`config.mk`:
```
export PLATFORM = sky130hd
export DESIGN_NAME = knn_topk_vote
export DESIGN_NICKNAME = d
export VERILOG_FILES = /design/src/rtl/knn_topk_vote.sv
export SDC_FILE = /design/constraint.sdc
export NUM_CORES = 1
export LEC_CHECK = 0
export CAP_MARGIN = 10
export CORE_AREA = 2 2 84 86
export CTS_BUF_LIST = sky130_fd_sc_hd__clkbuf_8 sky130_fd_sc_hd__clkbuf_16
export DETAILED_ROUTE_END_ITERATION = 8
export DIE_AREA = 0 0 86 88
export PLACE_DENSITY_LB_ADDON = 0.2
export SLEW_MARGIN = 20
export SYNTH_ARGS = -nofsm -noshare
export SYNTH_HDL_FRONTEND = slang
export SYNTH_SLANG_ARGS = --single-unit
```
`constraint.sdc`:
```
create_clock -name clk -period 5.75 [get_ports clk]
set_input_delay 0.8625 -clock clk [delete_from_list [all_inputs] [get_ports clk]]
set_output_delay 0.8625 -clock clk [all_outputs]
set_load 0.01 [all_outputs]
```
`src/rtl/knn_topk_vote.sv`:
```
// knn_topk_vote
//   Streaming K-nearest selector with binary majority vote. Accepts one
//   (distance, label) pair per cycle during COLLECT and keeps the K smallest
//   distances in a sorted register list (entry 0 nearest). After the sample
//   flagged last_i, the retained labels are counted and the classification is
//   presented for one cycle.
//
// Ports
//   clk, rst       : clock, synchronous active-high reset
//   start          : begins a new query (aborts any query in progress)
//   dist_valid     : distance_i / label_i / last_i valid this cycle
//   distance_i     : unsigned distance of the current training sample
//   label_i        : class label of the current training sample
//   last_i         : final training sample of the query
//   in_ready       : samples consumed only when dist_valid && in_ready
//   busy           : query in progress (COLLECT, VOTE, DONE)
//   result_valid   : one-cycle pulse with the classification
//   result_label   : majority label (held)
//   vote_count     : retained neighbours with label 1 (held)
//   nearest_dist   : distance of entry 0 at result time (held)
module knn_topk_vote #(
    parameter int unsigned DATA_WIDTH = 8,
    parameter int unsigned K          = 5,
    localparam int unsigned CW        = $clog2(K + 1)
) (
    input  logic                  clk,
    input  logic                  rst,
    input  logic                  start,
    input  logic                  dist_valid,
    input  logic [DATA_WIDTH-1:0] distance_i,
    input  logic                  label_i,
    input  logic                  last_i,
    output logic                  in_ready,
    output logic                  busy,
    output logic                  result_valid,
    output logic                  result_label,
    output logic [CW-1:0]         vote_count,
    output logic [DATA_WIDTH-1:0] nearest_dist
);

    localparam logic [1:0] StIdle    = 2'd0;
    localparam logic [1:0] StCollect = 2'd1;
    localparam logic [1:0] StVote    = 2'd2;
    localparam logic [1:0] StDone    = 2'd3;

    logic [1:0] state_q, state_d;

    logic [K-1:0]                 vld_q, vld_d;
    logic [K-1:0][DATA_WIDTH-1:0] dist_q, dist_d;
    logic [K-1:0]                 lbl_q, lbl_d;

    logic                  result_label_q, result_label_d;
    logic [CW-1:0]         vote_count_q, vote_count_d;
    logic [DATA_WIDTH-1:0] nearest_dist_q, nearest_dist_d;

    // Insertion working signals
    logic                         accept;
    logic [K-1:0]                 base_vld;
    logic [K-1:0]                 ge;
    logic [K-1:0]                 sh_vld;
    logic [K-1:0][DATA_WIDTH-1:0] sh_dist;
    logic [K-1:0]                 sh_lbl;
    logic                         prev_ge;

    // Vote working signals
    logic [CW-1:0] n_cnt;
    logic [CW-1:0] c_cnt;
    logic [CW:0]   c_x2;
    logic [CW:0]   n_x1;

    assign in_ready     = (state_q == StCollect);
    assign busy         = (state_q != StIdle);
    assign result_valid = (state_q == StDone);
    assign result_label = result_label_q;
    assign vote_count   = vote_count_q;
    assign nearest_dist = nearest_dist_q;

    // Next state
    always_comb begin
        state_d = state_q;
        if (start) begin
            // A sample arriving with start is taken, including its last flag.
            state_d = (dist_valid && last_i) ? StVote : StCollect;
        end else begin
            case (state_q)
                StIdle:    state_d = StIdle;
                StCollect: if (dist_valid && last_i) state_d = StVote;
                StVote:    state_d = StDone;
                StDone:    state_d = StIdle;
                default:   state_d = StIdle;
            endcase
        end
    end

    // Sorted insertion. Valid entries always form a prefix, so the entries
    // with vld && dist <= distance_i are exactly entries 0..p-1.
    always_comb begin
        accept   = dist_valid && (start || (state_q == StCollect));
        base_vld = start ? '0 : vld_q;

        for (int i = 0; i < K; i++) begin
            ge[i] = base_vld[i] && (dist_q[i] <= distance_i);
        end

        // Packed-array shifts move entry i to i+1; works for K == 1 too.
        sh_vld  = base_vld << 1;
        sh_dist = dist_q << DATA_WIDTH;
        sh_lbl  = lbl_q << 1;

        vld_d   = base_vld;
        dist_d  = dist_q;
        lbl_d   = lbl_q;
        prev_ge = 1'b1;

        if (accept) begin
            for (int i = 0; i < K; i++) begin
                if (!ge[i]) begin
                    if (prev_ge) begin
                        vld_d[i]  = 1'b1;
                        dist_d[i] = distance_i;
                        lbl_d[i]  = label_i;
                    end else begin
                        vld_d[i]  = sh_vld[i];
                        dist_d[i] = sh_dist[i];
                        lbl_d[i]  = sh_lbl[i];
                    end
                end
                prev_ge = ge[i];
            end
        end
    end

    // Vote over the retained list
    always_comb begin
        n_cnt = '0;
        c_cnt = '0;
        for (int i = 0; i < K; i++) begin
            n_cnt = n_cnt + CW'(vld_q[i]);
            c_cnt = c_cnt + CW'(vld_q[i] & lbl_q[i]);
        end
        c_x2 = {c_cnt, 1'b0};
        n_x1 = {1'b0, n_cnt};

        result_label_d = result_label_q;
        vote_count_d   = vote_count_q;
        nearest_dist_d = nearest_dist_q;

        // A start during VOTE aborts the query, so the held result stays put.
        if ((state_q == StVote) && !start) begin
            vote_count_d   = c_cnt;
            nearest_dist_d = vld_q[0] ? dist_q[0] : '0;
            if (n_cnt == '0) begin
                result_label_d = 1'b0;
            end else if (c_x2 > n_x1) begin
                result_label_d = 1'b1;
            end else if (c_x2 < n_x1) begin
                result_label_d = 1'b0;
            end else begin
                result_label_d = lbl_q[0];
            end
        end
    end

    always_ff @(posedge clk) begin
        if (rst) begin
            state_q        <= StIdle;
            vld_q          <= '0;
            dist_q         <= '0;
            lbl_q          <= '0;
            result_label_q <= 1'b0;
            vote_count_q   <= '0;
            nearest_dist_q <= '0;
        end else begin
            state_q        <= state_d;
            vld_q          <= vld_d;
            dist_q         <= dist_d;
            lbl_q          <= lbl_d;
            result_label_q <= result_label_d;
            vote_count_q   <= vote_count_d;
            nearest_dist_q <= nearest_dist_d;
        end
    end

endmodule
```
==> impl_metrics.tcl <==
set metrics [dict create \
    fin_skew_ns 0.00691 \
    met2_length_mm 4.17 \
    start_util_pct 61.9 \
    rows 30 \
    worstSetupPathType "input pin to flop" \
    post_cts_buffers 0 \
    io_buffers 28 \
    routed.top_layer "met4" \
    drive_gt1_share_pct 10.7 \
    synth_area_leaders "dfxtp_1, ha_1, mux2i_1" \
    syn_area_per_cell_um2 9.34 \
    cp-startpoint "distance_i[5]" \
    worst-endpoint-required_ns 5.94 \
    report.final.slew_viol_count 0 \
    drc 0 \
    min_path_type "flop to flop" \
    grt_use_total_pct 25.2 \
    antenna_found_initial 0 \
    cts.hold.buffers_added 0 \
    async_reset_ff_share_pct 0 \
    ir_worst_vdd_mv 0.211 \
    holdCritStartpoint "nearest_dist[7]" \
    vias 3275 \
    ys_ff_latch 64 \
    multi_input_area_um2 2600 \
    register_area_um2 1280 \
    total_power_w 0.00113 \
    numCtsBuffers 9 \
    dieArea_um2 7570 \
    setup_tns_ns 0 \
    final_cell_area_um2 4610 \
    grt_remaining_overflow 0 \
    hpwl_mm 6.60 \
    min_period_over_period_pct 59.0 \
    syn_nets 507 \
    drt_iter0_markers 194 \
    dpl_cell_area_um2 4380 \
    hold_violations 0 \
    synthTopCellsByCount "dfxtp_1, ha_1, mux2i_1, nor2_1, a21oi_1" \
    layout_min_cycle_time_ns 3.39 \
    hold_slack_ns 0.451 \
    synthCells 440 \
    fin_util_pct 69.3 \
    r2r-start "vld_q[0]" \
    leakagePower_nw 1.98 \
    h-tree-depth 3 \
    die_height_um 88 \
    cts_sinks 64 \
    synth.most_common_cell "dfxtp_1" \
    outcome "completed" \
    clockBufferDepth 2 \
    diodes 0 \
    final_antenna_net_count 0 \
    layout.nets 529 \
    ys_seq_area_share_pct 31.2 \
    wl_met1_mm 4.18 \
    setup-violations-final 0 \
    ys.flop_type "dfxtp_1" \
    rsz0062_at_grt "no" \
    clk_latency_ns 0.34 \
    path_clk_slew_ns 0.07 \
    synth_edf_count 0 \
    routed_wl_mm 8.84 \
    power_density_nw_per_um2 244 \
    area_growth_pct 12.1 \
    yosysTopAreaCellShare_pct 31.2 \
    cp_max_fo 10 \
    wl_met3_um 403 \
    cts_tree "done" \
    wire_per_inst_um 16.2 \
    syn_area_um2 4110 \
    cp.arrival_ns 3.58 \
    core_um2 6640 \
    grt_max_degree 65 \
    root_buffer "clkbuf_8" \
    grt_pass1_wl_mm 15.0 \
    synth_top_area_cell "dfxtp_1" \
    grt_pass1_vias 3094 \
    crit_path_end_kind "flop" \
    ctsResizeCount 0 \
    place_congestion 0.873 \
    yosysWarnings 0 \
    maxCapViolCount 0 \
    die_x_um 86 \
    synth_cell_types 50 \
    relSlewSlack_pct 46.7 \
    first_pass_iters 5 \
    nFillCells 513 \
    vias_per_cell 5.99 \
    crit_path_start_kind "input pin" \
    max_slew.worst_pin.slew_ns 0.797 \
    max_freq_ghz 0.295 \
    io_pins 29 \
]
## kinds of logic (layout without fill, tap and decap cells)
group | count (synthesis) | after routing | synth area share [%]
AO/OA/AOI/OAI | 110 | 110 | 20.3
adder cells (fa/ha/maj) | 53 | 53 | 17.0
buffers and inverters | 48 | 75 | 5.48
flip-flops | 64 | 64 | 31.2
multiplexers | 45 | 45 | 11.0
AND/OR/NAND/NOR | 120 | 120 | 15.1
## where the power goes
part | switching, W | internal [W] | total (W)
clock network | 0.000182 | 0.000254 | 0.000436
registers | 0.0000233 | 0.000469 | 0.000492
logic | 0.000113 | 0.0000844 | 0.000197
total | 0.000318 | 0.000807 | 0.00113
## worst paths after layout
| check | end | slack [ns] | cells past startpoint |
|---|---|---|---|
| setup / recovery | dist_q[16] | 2.36 | 9 |
| hold / removal | nearest_dist[7] | 0.45 | 2 |
| setup reg to reg | result_label | 2.75 | 10 |
| hold reg to reg | nearest_dist[7] | 0.45 | 2 |
## metrics by stage
| stage | instances | setup WS, ns |
|---|---|---|
| 2_1_floorplan | 440 | 2.87 |
| 3_3_place_gp | 531 | 2.10 |
| 3_5_place_dp | 531 | 2.04 |
| 4_1_cts | 547 | 2.39 |
| 5_1_grt | 547 | 2.17 |
| 6_report | 547 | 2.36 |
## worst max-delay path, cell delays in order
cell and delay (ns):
clkdlybuf4s50_1 0.59, inv_1 0.18, ha_1 0.36, a211oi_2 0.22
nor2_1 0.07, or3_4 0.37, o21ai_2 0.53, mux2i_1 0.30
a211oi_2 0.09
## flip-flops by register name (all words and copies together), names as in the netlist
register / count
dist_q: 40
nearest_dist: 8
lbl_q: 5
vld_q: 5
vote_count: 3
state_q: 2
result_label: 1
## placed cells by master (no fill, tap or decap), drive strengths merged, types with 25 or more instances in the layout
cell,netlist,layout
a211oi,30,30
a21oi,39,39
clkdlybuf4s50,0,27
dfxtp,64,64
ha,48,48
inv,29,30
mux2i,45,45
nand2,25,25
nor2,48,48
## cell type report
type / count / area share, %
inverters: 29 / 2.36
clock inverters: 6 / 1.82
multi-input cells: 328 / 56.5
flip-flops and latches: 64 / 27.8
repair buffers: 30 / 6.30
clock buffers: 10 / 2.99
well taps: 80 / 2.17
## per-layer routing
metal / vias to the layer above / GRT usage (%)
li1: 1648 / -
met5: - / 0
met2: 63 / 40.8
met3: 11 / 4.62
met1: 1553 / 34.9
met4: 0 / 6.64
(Power assumes the default switching activity.)
